==> src/rtl/mem_arbiter_if.sv <==
`default_nettype none
// ============================================================================
//  Module      : mem_arbiter_pkg / mem_arbiter_if
//  Description : Size encoding for data-memory accesses and the bundle of
//                requester, response and memory-side signals that connects
//                mem_arbiter to the core front-end, the LSU and the memory.
//                slave  modport : arbiter view (takes requests, drives mem).
//                master modport : surroundings view (requesters + memory).
//  Signals     : i_valid/i_ready/i_addr           fetch request (word read)
//                i_rsp_valid/i_rsp_err            fetch response
//                d_valid/d_ready/d_wen/d_size/
//                d_zero_ex/d_addr/d_wdata         load/store request
//                d_rsp_valid/d_rsp_err            load/store response
//                rsp_rdata                        read data for either response
//                mem_req/mem_wen/mem_ren/mem_zero_ex/mem_size/mem_addr/
//                mem_wdata                        memory control (arbiter-owned)
//                mem_rdata                        memory read data
//  Revision    : 1.0 - initial release
// ============================================================================

package mem_arbiter_pkg;

    // Access size; the byte count of an access is the encoding plus one.
    typedef enum logic [1:0] {
        BYTE = 2'd0,
        HALF = 2'd1,
        TRPL = 2'd2,
        WORD = 2'd3
    } op_enum_dmem_size;

endpackage

interface mem_arbiter_if #(
    parameter int WIDTH = 32,
    parameter int AW    = 4
);
    // Fetch port
    logic                               i_valid;
    logic                               i_ready;
    logic [AW-1:0]                      i_addr;
    logic                               i_rsp_valid;
    logic                               i_rsp_err;

    // Load/store port
    logic                               d_valid;
    logic                               d_ready;
    logic                               d_wen;
    mem_arbiter_pkg::op_enum_dmem_size  d_size;
    logic                               d_zero_ex;
    logic [AW-1:0]                      d_addr;
    logic [WIDTH-1:0]                   d_wdata;
    logic                               d_rsp_valid;
    logic                               d_rsp_err;

    // Shared response data
    logic [WIDTH-1:0]                   rsp_rdata;

    // Memory side
    logic                               mem_req;
    logic                               mem_wen;
    logic                               mem_ren;
    logic                               mem_zero_ex;
    mem_arbiter_pkg::op_enum_dmem_size  mem_size;
    logic [AW-1:0]                      mem_addr;
    logic [WIDTH-1:0]                   mem_wdata;
    logic [WIDTH-1:0]                   mem_rdata;

    modport slave (
        input  i_valid, i_addr,
        output i_ready, i_rsp_valid, i_rsp_err,
        input  d_valid, d_wen, d_size, d_zero_ex, d_addr, d_wdata,
        output d_ready, d_rsp_valid, d_rsp_err,
        output rsp_rdata,
        output mem_req, mem_wen, mem_ren, mem_zero_ex, mem_size, mem_addr, mem_wdata,
        input  mem_rdata
    );

    modport master (
        output i_valid, i_addr,
        input  i_ready, i_rsp_valid, i_rsp_err,
        output d_valid, d_wen, d_size, d_zero_ex, d_addr, d_wdata,
        input  d_ready, d_rsp_valid, d_rsp_err,
        input  rsp_rdata,
        input  mem_req, mem_wen, mem_ren, mem_zero_ex, mem_size, mem_addr, mem_wdata,
        output mem_rdata
    );

endinterface

`default_nettype wire

==> src/rtl/mem_arbiter.sv <==
`default_nettype none
// ============================================================================
//  Module      : mem_arbiter
//  Description : Shares one single-port, byte-addressed memory between the
//                instruction fetch port (I, word reads only) and the
//                load/store port (D, any size, read or write). One
//                transaction is in flight at a time:
//                  IDLE -> ACCESS -> [WAIT, sync-read loads] -> RESP -> IDLE
//                Requests whose bytes run past DEPTH skip the memory and
//                answer one cycle after accept with err=1, data all ones.
//  Parameters  : WIDTH     data width (must equal memory WIDTH)
//                DEPTH     memory depth in bytes
//                SYNC_READ 1 when the memory registers its read data
//  Ports       : clk       clock (also clocks the memory)
//                resn      asynchronous active-low reset
//                bus       mem_arbiter_if.slave - requests, responses, memory
//  Config      : MEM_ARB_ROUND_ROBIN_EN defined  - ties alternate, starting
//                with D after reset. Undefined - D always wins ties.
//  Revision    : 1.0 - initial release
// ============================================================================

module mem_arbiter #(
    parameter int WIDTH     = 32,
    parameter int DEPTH     = 2**4,
    parameter int SYNC_READ = 0
) (
    input  wire logic       clk,
    input  wire logic       resn,
    mem_arbiter_if.slave    bus
);
    import mem_arbiter_pkg::*;

    localparam int AW = $clog2(DEPTH);
    // Range-check arithmetic is done a few bits wider than the address so
    // addr + 4 can never wrap.
    localparam int SW = AW + 3;

    localparam logic [SW-1:0] c_depth   = SW'(DEPTH);
    localparam bit            c_sync    = (SYNC_READ != 0);

    localparam logic [1:0]    c_idle    = 2'd0;
    localparam logic [1:0]    c_access  = 2'd1;
    localparam logic [1:0]    c_wait    = 2'd2;
    localparam logic [1:0]    c_resp    = 2'd3;

    // ------------------------------------------------------------------
    // State and latched request
    // ------------------------------------------------------------------
    logic [1:0]         r_state;
    logic [1:0]         w_state_nxt;

    logic               r_owner_d;      // 1: D owns the transaction, 0: I
    logic               r_wen;
    op_enum_dmem_size   r_size;
    logic               r_zero_ex;
    logic [AW-1:0]      r_addr;
    logic [WIDTH-1:0]   r_wdata;
    logic               r_err;
    logic [WIDTH-1:0]   r_rdata;

    // ------------------------------------------------------------------
    // Arbitration and request mux
    // ------------------------------------------------------------------
    logic               w_tie_to_d;
    logic               w_grant_i;
    logic               w_grant_d;
    logic               w_accept_i;
    logic               w_accept_d;
    logic               w_accept;

    op_enum_dmem_size   w_req_size;
    logic [1:0]         w_req_size_bits;
    logic               w_req_wen;
    logic               w_req_zero_ex;
    logic [AW-1:0]      w_req_addr;
    logic [WIDTH-1:0]   w_req_wdata;
    logic [SW-1:0]      w_req_end;
    logic               w_req_err;

`ifdef MEM_ARB_ROUND_ROBIN_EN
    // Remembers who won the most recent accept (1: D). Reset value I makes
    // D the winner of the first tie after reset.
    logic               r_last_d;

    always_ff @(posedge clk or negedge resn) begin
        if (!resn) begin
            r_last_d <= 1'b0;
        end else if (w_accept) begin
            r_last_d <= w_grant_d;
        end
    end
`endif

    always_comb begin
`ifdef MEM_ARB_ROUND_ROBIN_EN
        w_tie_to_d = ~r_last_d;
`else
        w_tie_to_d = 1'b1;
`endif
        // A lone requester always wins; a tie is settled by w_tie_to_d.
        w_grant_d  = bus.d_valid & (~bus.i_valid | w_tie_to_d);
        w_grant_i  = bus.i_valid & ~w_grant_d;

        // Ready is gated by resn so nothing looks accepted while reset is
        // held, even though the state already reads IDLE.
        w_accept_i = resn & (r_state == c_idle) & w_grant_i;
        w_accept_d = resn & (r_state == c_idle) & w_grant_d;
        w_accept   = w_accept_i | w_accept_d;

        // Fetches are always sign-agnostic word reads.
        w_req_size      = w_grant_d ? bus.d_size    : WORD;
        w_req_wen       = w_grant_d ? bus.d_wen     : 1'b0;
        w_req_zero_ex   = w_grant_d ? bus.d_zero_ex : 1'b0;
        w_req_addr      = w_grant_d ? bus.d_addr    : bus.i_addr;
        w_req_wdata     = w_grant_d ? bus.d_wdata   : '0;

        // Last byte touched is addr + size; the access is legal while
        // addr + (size + 1) stays within DEPTH.
        w_req_size_bits = w_req_size;
        w_req_end       = SW'(w_req_addr) + SW'(w_req_size_bits) + SW'(1);
        w_req_err       = (w_req_end > c_depth);
    end

    // ------------------------------------------------------------------
    // FSM: state register
    // ------------------------------------------------------------------
    always_ff @(posedge clk or negedge resn) begin
        if (!resn) begin
            r_state <= c_idle;
        end else begin
            r_state <= w_state_nxt;
        end
    end

    // ------------------------------------------------------------------
    // FSM: next state
    // ------------------------------------------------------------------
    always_comb begin
        w_state_nxt = r_state;
        case (r_state)
            c_idle: begin
                if (w_accept) begin
                    // Out-of-range requests never touch the memory.
                    w_state_nxt = w_req_err ? c_resp : c_access;
                end
            end
            c_access: begin
                w_state_nxt = (c_sync && !r_wen) ? c_wait : c_resp;
            end
            c_wait: begin
                w_state_nxt = c_resp;
            end
            c_resp: begin
                w_state_nxt = c_idle;
            end
            default: begin
                w_state_nxt = c_idle;
            end
        endcase
    end

    // ------------------------------------------------------------------
    // Request latch and read-data capture
    // ------------------------------------------------------------------
    always_ff @(posedge clk or negedge resn) begin
        if (!resn) begin
            r_owner_d <= 1'b0;
            r_wen     <= 1'b0;
            r_size    <= BYTE;
            r_zero_ex <= 1'b0;
            r_addr    <= '0;
            r_wdata   <= '0;
            r_err     <= 1'b0;
            r_rdata   <= '0;
        end else if (w_accept) begin
            r_owner_d <= w_grant_d;
            r_wen     <= w_req_wen;
            r_size    <= w_req_size;
            r_zero_ex <= w_req_zero_ex;
            r_addr    <= w_req_addr;
            r_wdata   <= w_req_wdata;
            r_err     <= w_req_err;
            // Errors answer all ones; stores answer zero; loads overwrite
            // this with the memory data before RESP.
            r_rdata   <= w_req_err ? '1 : '0;
        end else if ((r_state == c_access) && !r_wen && !c_sync) begin
            r_rdata   <= bus.mem_rdata;
        end else if (r_state == c_wait) begin
            r_rdata   <= bus.mem_rdata;
        end
    end

    // ------------------------------------------------------------------
    // FSM: outputs
    // ------------------------------------------------------------------
    always_comb begin
        bus.i_ready     = w_accept_i;
        bus.d_ready     = w_accept_d;
        bus.i_rsp_valid = 1'b0;
        bus.i_rsp_err   = 1'b0;
        bus.d_rsp_valid = 1'b0;
        bus.d_rsp_err   = 1'b0;
        bus.rsp_rdata   = r_rdata;
        bus.mem_req     = 1'b0;
        bus.mem_wen     = 1'b0;
        bus.mem_ren     = 1'b0;
        bus.mem_zero_ex = 1'b0;
        bus.mem_size    = BYTE;
        bus.mem_addr    = '0;
        bus.mem_wdata   = '0;
        case (r_state)
            c_access: begin
                // The memory commits a store on the edge that ends this cycle.
                bus.mem_req     = 1'b1;
                bus.mem_wen     = r_wen;
                bus.mem_ren     = ~r_wen;
                bus.mem_zero_ex = r_zero_ex;
                bus.mem_size    = r_size;
                bus.mem_addr    = r_addr;
                bus.mem_wdata   = r_wdata;
            end
            c_wait: begin
                // Hold the read request while the registered data arrives.
                bus.mem_req     = 1'b1;
                bus.mem_ren     = 1'b1;
                bus.mem_zero_ex = r_zero_ex;
                bus.mem_size    = r_size;
                bus.mem_addr    = r_addr;
            end
            c_resp: begin
                bus.i_rsp_valid = ~r_owner_d;
                bus.i_rsp_err   = ~r_owner_d & r_err;
                bus.d_rsp_valid = r_owner_d;
                bus.d_rsp_err   = r_owner_d & r_err;
            end
            default: begin
            end
        endcase
    end

endmodule

`default_nettype wire

==> src/flat_wrapper.sv <==
// flat-port wrapper written by rule: the top's interface ports become plain ports
module mem_arbiter_flat import mem_arbiter_pkg::*;
#(
    parameter int WIDTH     = 32,
    parameter int DEPTH     = 2**4,
    parameter int SYNC_READ = 0
)
  (clk, resn, bus_i_valid, bus_i_addr, bus_i_ready, bus_i_rsp_valid, bus_i_rsp_err, bus_d_valid, bus_d_wen, bus_d_size, bus_d_zero_ex, bus_d_addr, bus_d_wdata, bus_d_ready, bus_d_rsp_valid, bus_d_rsp_err, bus_rsp_rdata, bus_mem_req, bus_mem_wen, bus_mem_ren, bus_mem_zero_ex, bus_mem_size, bus_mem_addr, bus_mem_wdata, bus_mem_rdata);
  mem_arbiter_if #(.WIDTH(WIDTH), .AW((4))) bus_i ();
  input  wire logic clk;
  input  wire logic resn;
  input wire logic [$bits(bus_i.i_valid)-1:0] bus_i_valid;
  input wire logic [$bits(bus_i.i_addr)-1:0] bus_i_addr;
  output wire logic [$bits(bus_i.i_ready)-1:0] bus_i_ready;
  output wire logic [$bits(bus_i.i_rsp_valid)-1:0] bus_i_rsp_valid;
  output wire logic [$bits(bus_i.i_rsp_err)-1:0] bus_i_rsp_err;
  input wire logic [$bits(bus_i.d_valid)-1:0] bus_d_valid;
  input wire logic [$bits(bus_i.d_wen)-1:0] bus_d_wen;
  input wire logic [$bits(bus_i.d_size)-1:0] bus_d_size;
  input wire logic [$bits(bus_i.d_zero_ex)-1:0] bus_d_zero_ex;
  input wire logic [$bits(bus_i.d_addr)-1:0] bus_d_addr;
  input wire logic [$bits(bus_i.d_wdata)-1:0] bus_d_wdata;
  output wire logic [$bits(bus_i.d_ready)-1:0] bus_d_ready;
  output wire logic [$bits(bus_i.d_rsp_valid)-1:0] bus_d_rsp_valid;
  output wire logic [$bits(bus_i.d_rsp_err)-1:0] bus_d_rsp_err;
  output wire logic [$bits(bus_i.rsp_rdata)-1:0] bus_rsp_rdata;
  output wire logic [$bits(bus_i.mem_req)-1:0] bus_mem_req;
  output wire logic [$bits(bus_i.mem_wen)-1:0] bus_mem_wen;
  output wire logic [$bits(bus_i.mem_ren)-1:0] bus_mem_ren;
  output wire logic [$bits(bus_i.mem_zero_ex)-1:0] bus_mem_zero_ex;
  output wire logic [$bits(bus_i.mem_size)-1:0] bus_mem_size;
  output wire logic [$bits(bus_i.mem_addr)-1:0] bus_mem_addr;
  output wire logic [$bits(bus_i.mem_wdata)-1:0] bus_mem_wdata;
  input wire logic [$bits(bus_i.mem_rdata)-1:0] bus_mem_rdata;
  assign bus_i.i_valid = bus_i_valid;
  assign bus_i.i_addr = bus_i_addr;
  assign bus_i_ready = bus_i.i_ready;
  assign bus_i_rsp_valid = bus_i.i_rsp_valid;
  assign bus_i_rsp_err = bus_i.i_rsp_err;
  assign bus_i.d_valid = bus_d_valid;
  assign bus_i.d_wen = bus_d_wen;
  assign bus_i.d_size = bus_d_size;
  assign bus_i.d_zero_ex = bus_d_zero_ex;
  assign bus_i.d_addr = bus_d_addr;
  assign bus_i.d_wdata = bus_d_wdata;
  assign bus_d_ready = bus_i.d_ready;
  assign bus_d_rsp_valid = bus_i.d_rsp_valid;
  assign bus_d_rsp_err = bus_i.d_rsp_err;
  assign bus_rsp_rdata = bus_i.rsp_rdata;
  assign bus_mem_req = bus_i.mem_req;
  assign bus_mem_wen = bus_i.mem_wen;
  assign bus_mem_ren = bus_i.mem_ren;
  assign bus_mem_zero_ex = bus_i.mem_zero_ex;
  assign bus_mem_size = bus_i.mem_size;
  assign bus_mem_addr = bus_i.mem_addr;
  assign bus_mem_wdata = bus_i.mem_wdata;
  assign bus_i.mem_rdata = bus_mem_rdata;
  mem_arbiter #(.WIDTH(WIDTH), .DEPTH(DEPTH), .SYNC_READ(SYNC_READ)) u_core (.clk(clk), .resn(resn), .bus(bus_i));
endmodule
==> config.mk <==
export PLATFORM = sky130hd
export DESIGN_NAME = mem_arbiter_flat
export DESIGN_NICKNAME = d
export VERILOG_FILES = /design/src/rtl/mem_arbiter_if.sv /design/src/rtl/mem_arbiter.sv /design/src/flat_wrapper.sv
export SDC_FILE = /design/constraint.sdc
export NUM_CORES = 1
export LEC_CHECK = 0
export BUFFER_PORTS_ARGS = -buffer_cell sky130_fd_sc_hd__buf_2
export CAP_MARGIN = 10
export CORE_MARGIN = 4
export CORE_UTILIZATION = 45
export CTS_CLUSTER_SIZE = 40
export DETAILED_ROUTE_END_ITERATION = 10
export GPL_TIMING_DRIVEN = 0
export MAX_ROUTING_LAYER = met4
export PLACE_DENSITY = 0.76
export REMOVE_ABC_BUFFERS = 1
export SETUP_SLACK_MARGIN = 0.15
export SKIP_CTS_REPAIR_TIMING = 1
export SLEW_MARGIN = 15
export SYNTH_ARGS = -nofsm -noshare
export SYNTH_HDL_FRONTEND = slang
export SYNTH_SLANG_ARGS = --single-unit
==> constraint.sdc <==
create_clock -name clk -period 2.27 [get_ports clk]
set_clock_uncertainty 0.05 [all_clocks]
set_input_delay 0.227 -clock clk [delete_from_list [all_inputs] [get_ports clk]]
set_output_delay 0.227 -clock clk [all_outputs]
set_load 0.1 [all_outputs]
==> out/metrics.csv <==
stage;metric;value;unit
clocking;cts bufs inserted;9;
synthesis;share of the synthesized area in the top cell type;51.4;%
layout;final core occ;66.7;%
global_routing;initial antenna violation count;0;
floorplan;Initial Utilization;47.2;%
drt;DR DRC count;0;
worst_setup_path;CP Data Arrival Time;1.83;ns
drt;top routing layer used;met4;
synthesis;largest family of logic cells by synthesized area;compound AO/OA/AOI/OAI gates;
worst_setup_path;Crit Path Class;reg2out;
floorplan;area of the core;7850;sq um
timing;fin crit period;2.11;ns
drt;met2 wire len;5640;um
worst_setup_path;Req. time, crit path;1.99;ns
floorplan;die width;98.7;um
clocking;Worst-path clk slew;0.09;ns
timing;Setup Viol. Count Final;0;
worst_setup_path;crit-path max FO;17;
place;Post-DP HPWL;6910;um
timing;worst setup margin;0.162;ns
global_routing;grt ovf;0;
layout;Area Growth Syn to Fin;41.3;%
global_routing;largest net degree at the start of global routing;66;
timing;fin crit share;92.9;%
synthesis;Synth Area in Compound Gates;19.5;%
layout;nets@finish;579;
global_routing;global-route wire length before repair;15900;um
floorplan;Die ar.;9740;sq um
floorplan;Die Ht;98.7;um
clocking;Clk Latency, worst-skew pair;0.34;ns
floorplan;I/O pins;160;
synthesis;top cells by area, synth;dfrtp_1 (51%), a22o_1 (8.0%), or3b_1 (7.6%);
run_status;status;finished clean;
timing;Fin. Hold Viols;0;
synthesis;adder-cell share of the synthesized area;2.91;%
drt;routed via count;3288;
drt;1st-pass router iterations;4;
synthesis;simple logic cell fraction of the synthesized area;18.5;%
worst_setup_path;Critical R2R Capture;u_core.bus.rsp_rdata[27];
clocking;clock sink total;76;
place;input/output buffers;159;
timing;Slew Viols, Final;0;
worst_setup_path;reg2reg path depth;8;
drt;Antenna Violating Nets Remaining;0;
drt;met3 routed WL;751;um
timing;fmax;0.474;GHz
worst_setup_path;Startpoint Class;register;
global_routing;total track usage;20.8;%
layout;fraction of layout cells with a size suffix above 1;43.3;%
worst_hold_path;hold path endpoint;u_core.r_wdata[3];
floorplan;row count;32;
place;GPL Wtd Cong;0.831;
clocking;CTS tree;yes;
synthesis;Synth Warn #;0;
drt;WL final;11200;um
synthesis;post-synth top area cell;dfrtp_1;
timing;measured slew at the worst slew-check pin;0.697;ns
synthesis;Syn Inst Count;330;
timing;unrepaired setup endpoints after global routing;yes;
synthesis;area of the mapped netlist;3700;sq um
global_routing;vias in the first global route;3171;
drt;Via density;5.50;
drt;average routed wire per standard cell;18.7;um
drt;Met1 Wirelength;4550;um
synthesis;sequential share of the synthesized area;51.4;%
synthesis;Netlist cell types;35;
run;Max-Cap Viols;0;
worst_setup_path;Setup crit end kind;output port;
worst_setup_path;Reg-to-Reg Start;u_core.r_state[1];
synthesis;XOR/XNOR Fraction of Synth Area;0;%
place;pre-CTS setup slack;-0.990;ns
timing;Max-slew headroom;53.4;%
timing;Setup TNS;0;ns
clocking;Root Buffer;clkbuf_8;
worst_hold_path;worst hold path startpoint;bus_d_wdata[3];
drt;DR iter-0 viols;161;
worst_setup_path;flop2flop setup slack;0.26;ns
synthesis;syn_area_per_cell;11.2;sq um
clocking;Clock Tree Buf Depth;2;
synthesis;mux contribution to synthesized area;2.03;%
worst_hold_path;min-delay worst type;in2reg;
synthesis;FF+latch count, synth;76;
layout;ant diodes;0;
worst_hold_path;WHS Path Cells;2;
clocking;H-tree Lvls;3;
-- per-layer routing --
layer	GRT usage, %	up-vias
li1	-	1527
met1	26.3	1597
met2	34.5	143
met3	3.18	21
met4	6.72	0
met5	-	-
-- final cells by class --
type                    count  area, sq um
multi-input cells         220         1670
well taps                 102          128
flip-flops and latches     76         1900
fillers                   594         2620
repair buffers            180         1240
clock inverters             5          108
repair inverters            1         8.76
inverters                   3         27.5
clock buffers              11          141
-- synthesized netlist by cell type --
cell type       count
dfrtp_1            76
a22o_1             34
inv_1               2
and4b_1             1
dlymetal6s2s_1      1
o21a_1              1
a31oi_1            33
nor2b_4             1
o21ai_1             3
o211ai_2            1
buf_4               1
mux2i_1             3
nor2_1              3
nand3_1             2
nand2_1             7
buf_6               7
nor3b_1             1
mux2_2              2
o21ai_0            33
or3b_1             32
nor2b_1             1
fa_1                1
o22a_1              2
ha_1                7
nor3_2              1
and2_1             39
nand2b_1            3
dlygate4sd1_1       1
buf_2               8
mux2_1              2
and3_1              2
and4_4              1
and2_2              3
clkbuf_1           14
inv_2               1
-- worst max path at each step --
stage,cells after the start,endpoint,startpoint
3_3_place_gp,4,u_core.bus.rsp_rdata[17],resn
2_1_floorplan,4,bus_i_ready,u_core.r_state[0]
3_5_place_dp,5,bus_mem_ren,u_core.r_state[1]
4_1_cts,5,bus_mem_ren,u_core.r_state[1]
5_1_grt,5,bus_mem_wdata[13],u_core.r_state[1]
6_report,5,bus_mem_wdata[13],u_core.r_state[1]
-- worst max-delay path, cell delays in order, from the launching register on --
cell     delay, ns
dfrtp_2       0.46
inv_2         0.14
ha_4          0.23
buf_6         0.19
and2_1        0.17
buf_4         0.29
-- cell usage in the layout (no fill, tap or decap), types with 3 or more instances in the layout --
master	n
o21ai_0	33
nand2b_1	3
buf_8	3
and2_2	3
buf_16	4
mux2i_1	3
and2_1	39
buf_2	128
nand2_1	7
ha_1	4
nor2_1	3
dfrtp_1	74
clkbuf_8	11
bufinv_16	3
or3b_1	32
ha_4	3
a31oi_1	33
buf_6	20
buf_4	19
o21ai_1	3
a22o_1	34
-- sequential cells by signal, indices dropped and copies added, names as in the netlist --
signal / count
u_core.bus.rsp_rdata: 32
u_core.r_wdata: 32
u_core.r_addr: 4
u_core.r_size: 2
u_core.r_state: 2
u_core.r_err: 1
u_core.r_owner_d: 1
u_core.r_wen: 1
u_core.r_zero_ex: 1
-- logic make-up (layout without fill, tap and decap cells) --
logic type      count (synthesis)  count (layout)
mux                             7               7
flops                          76              76
buf+inv                        35             200
fa+ha+maj                       8               8
compound gates                107             108
simple gates                   97              97
-- metrics by stage --
| step | hold WS [ns] | area (sq um) | cells |
|---|---|---|---|
| detailed placement | 0.150 | 4570 | 564 |
| finish | 0.0484 | 5230 | 598 |
| global placement | 0.401 | 4430 | 559 |
| CTS | -0.227 | 4820 | 580 |
| floorplan | -0.119 | 3500 | 298 |
| global route | 0.0347 | 5230 | 598 |
Power is left out: the tool's default activity adds up to more than one toggle a clock period on the data nets, which glitch-free logic cannot reach.
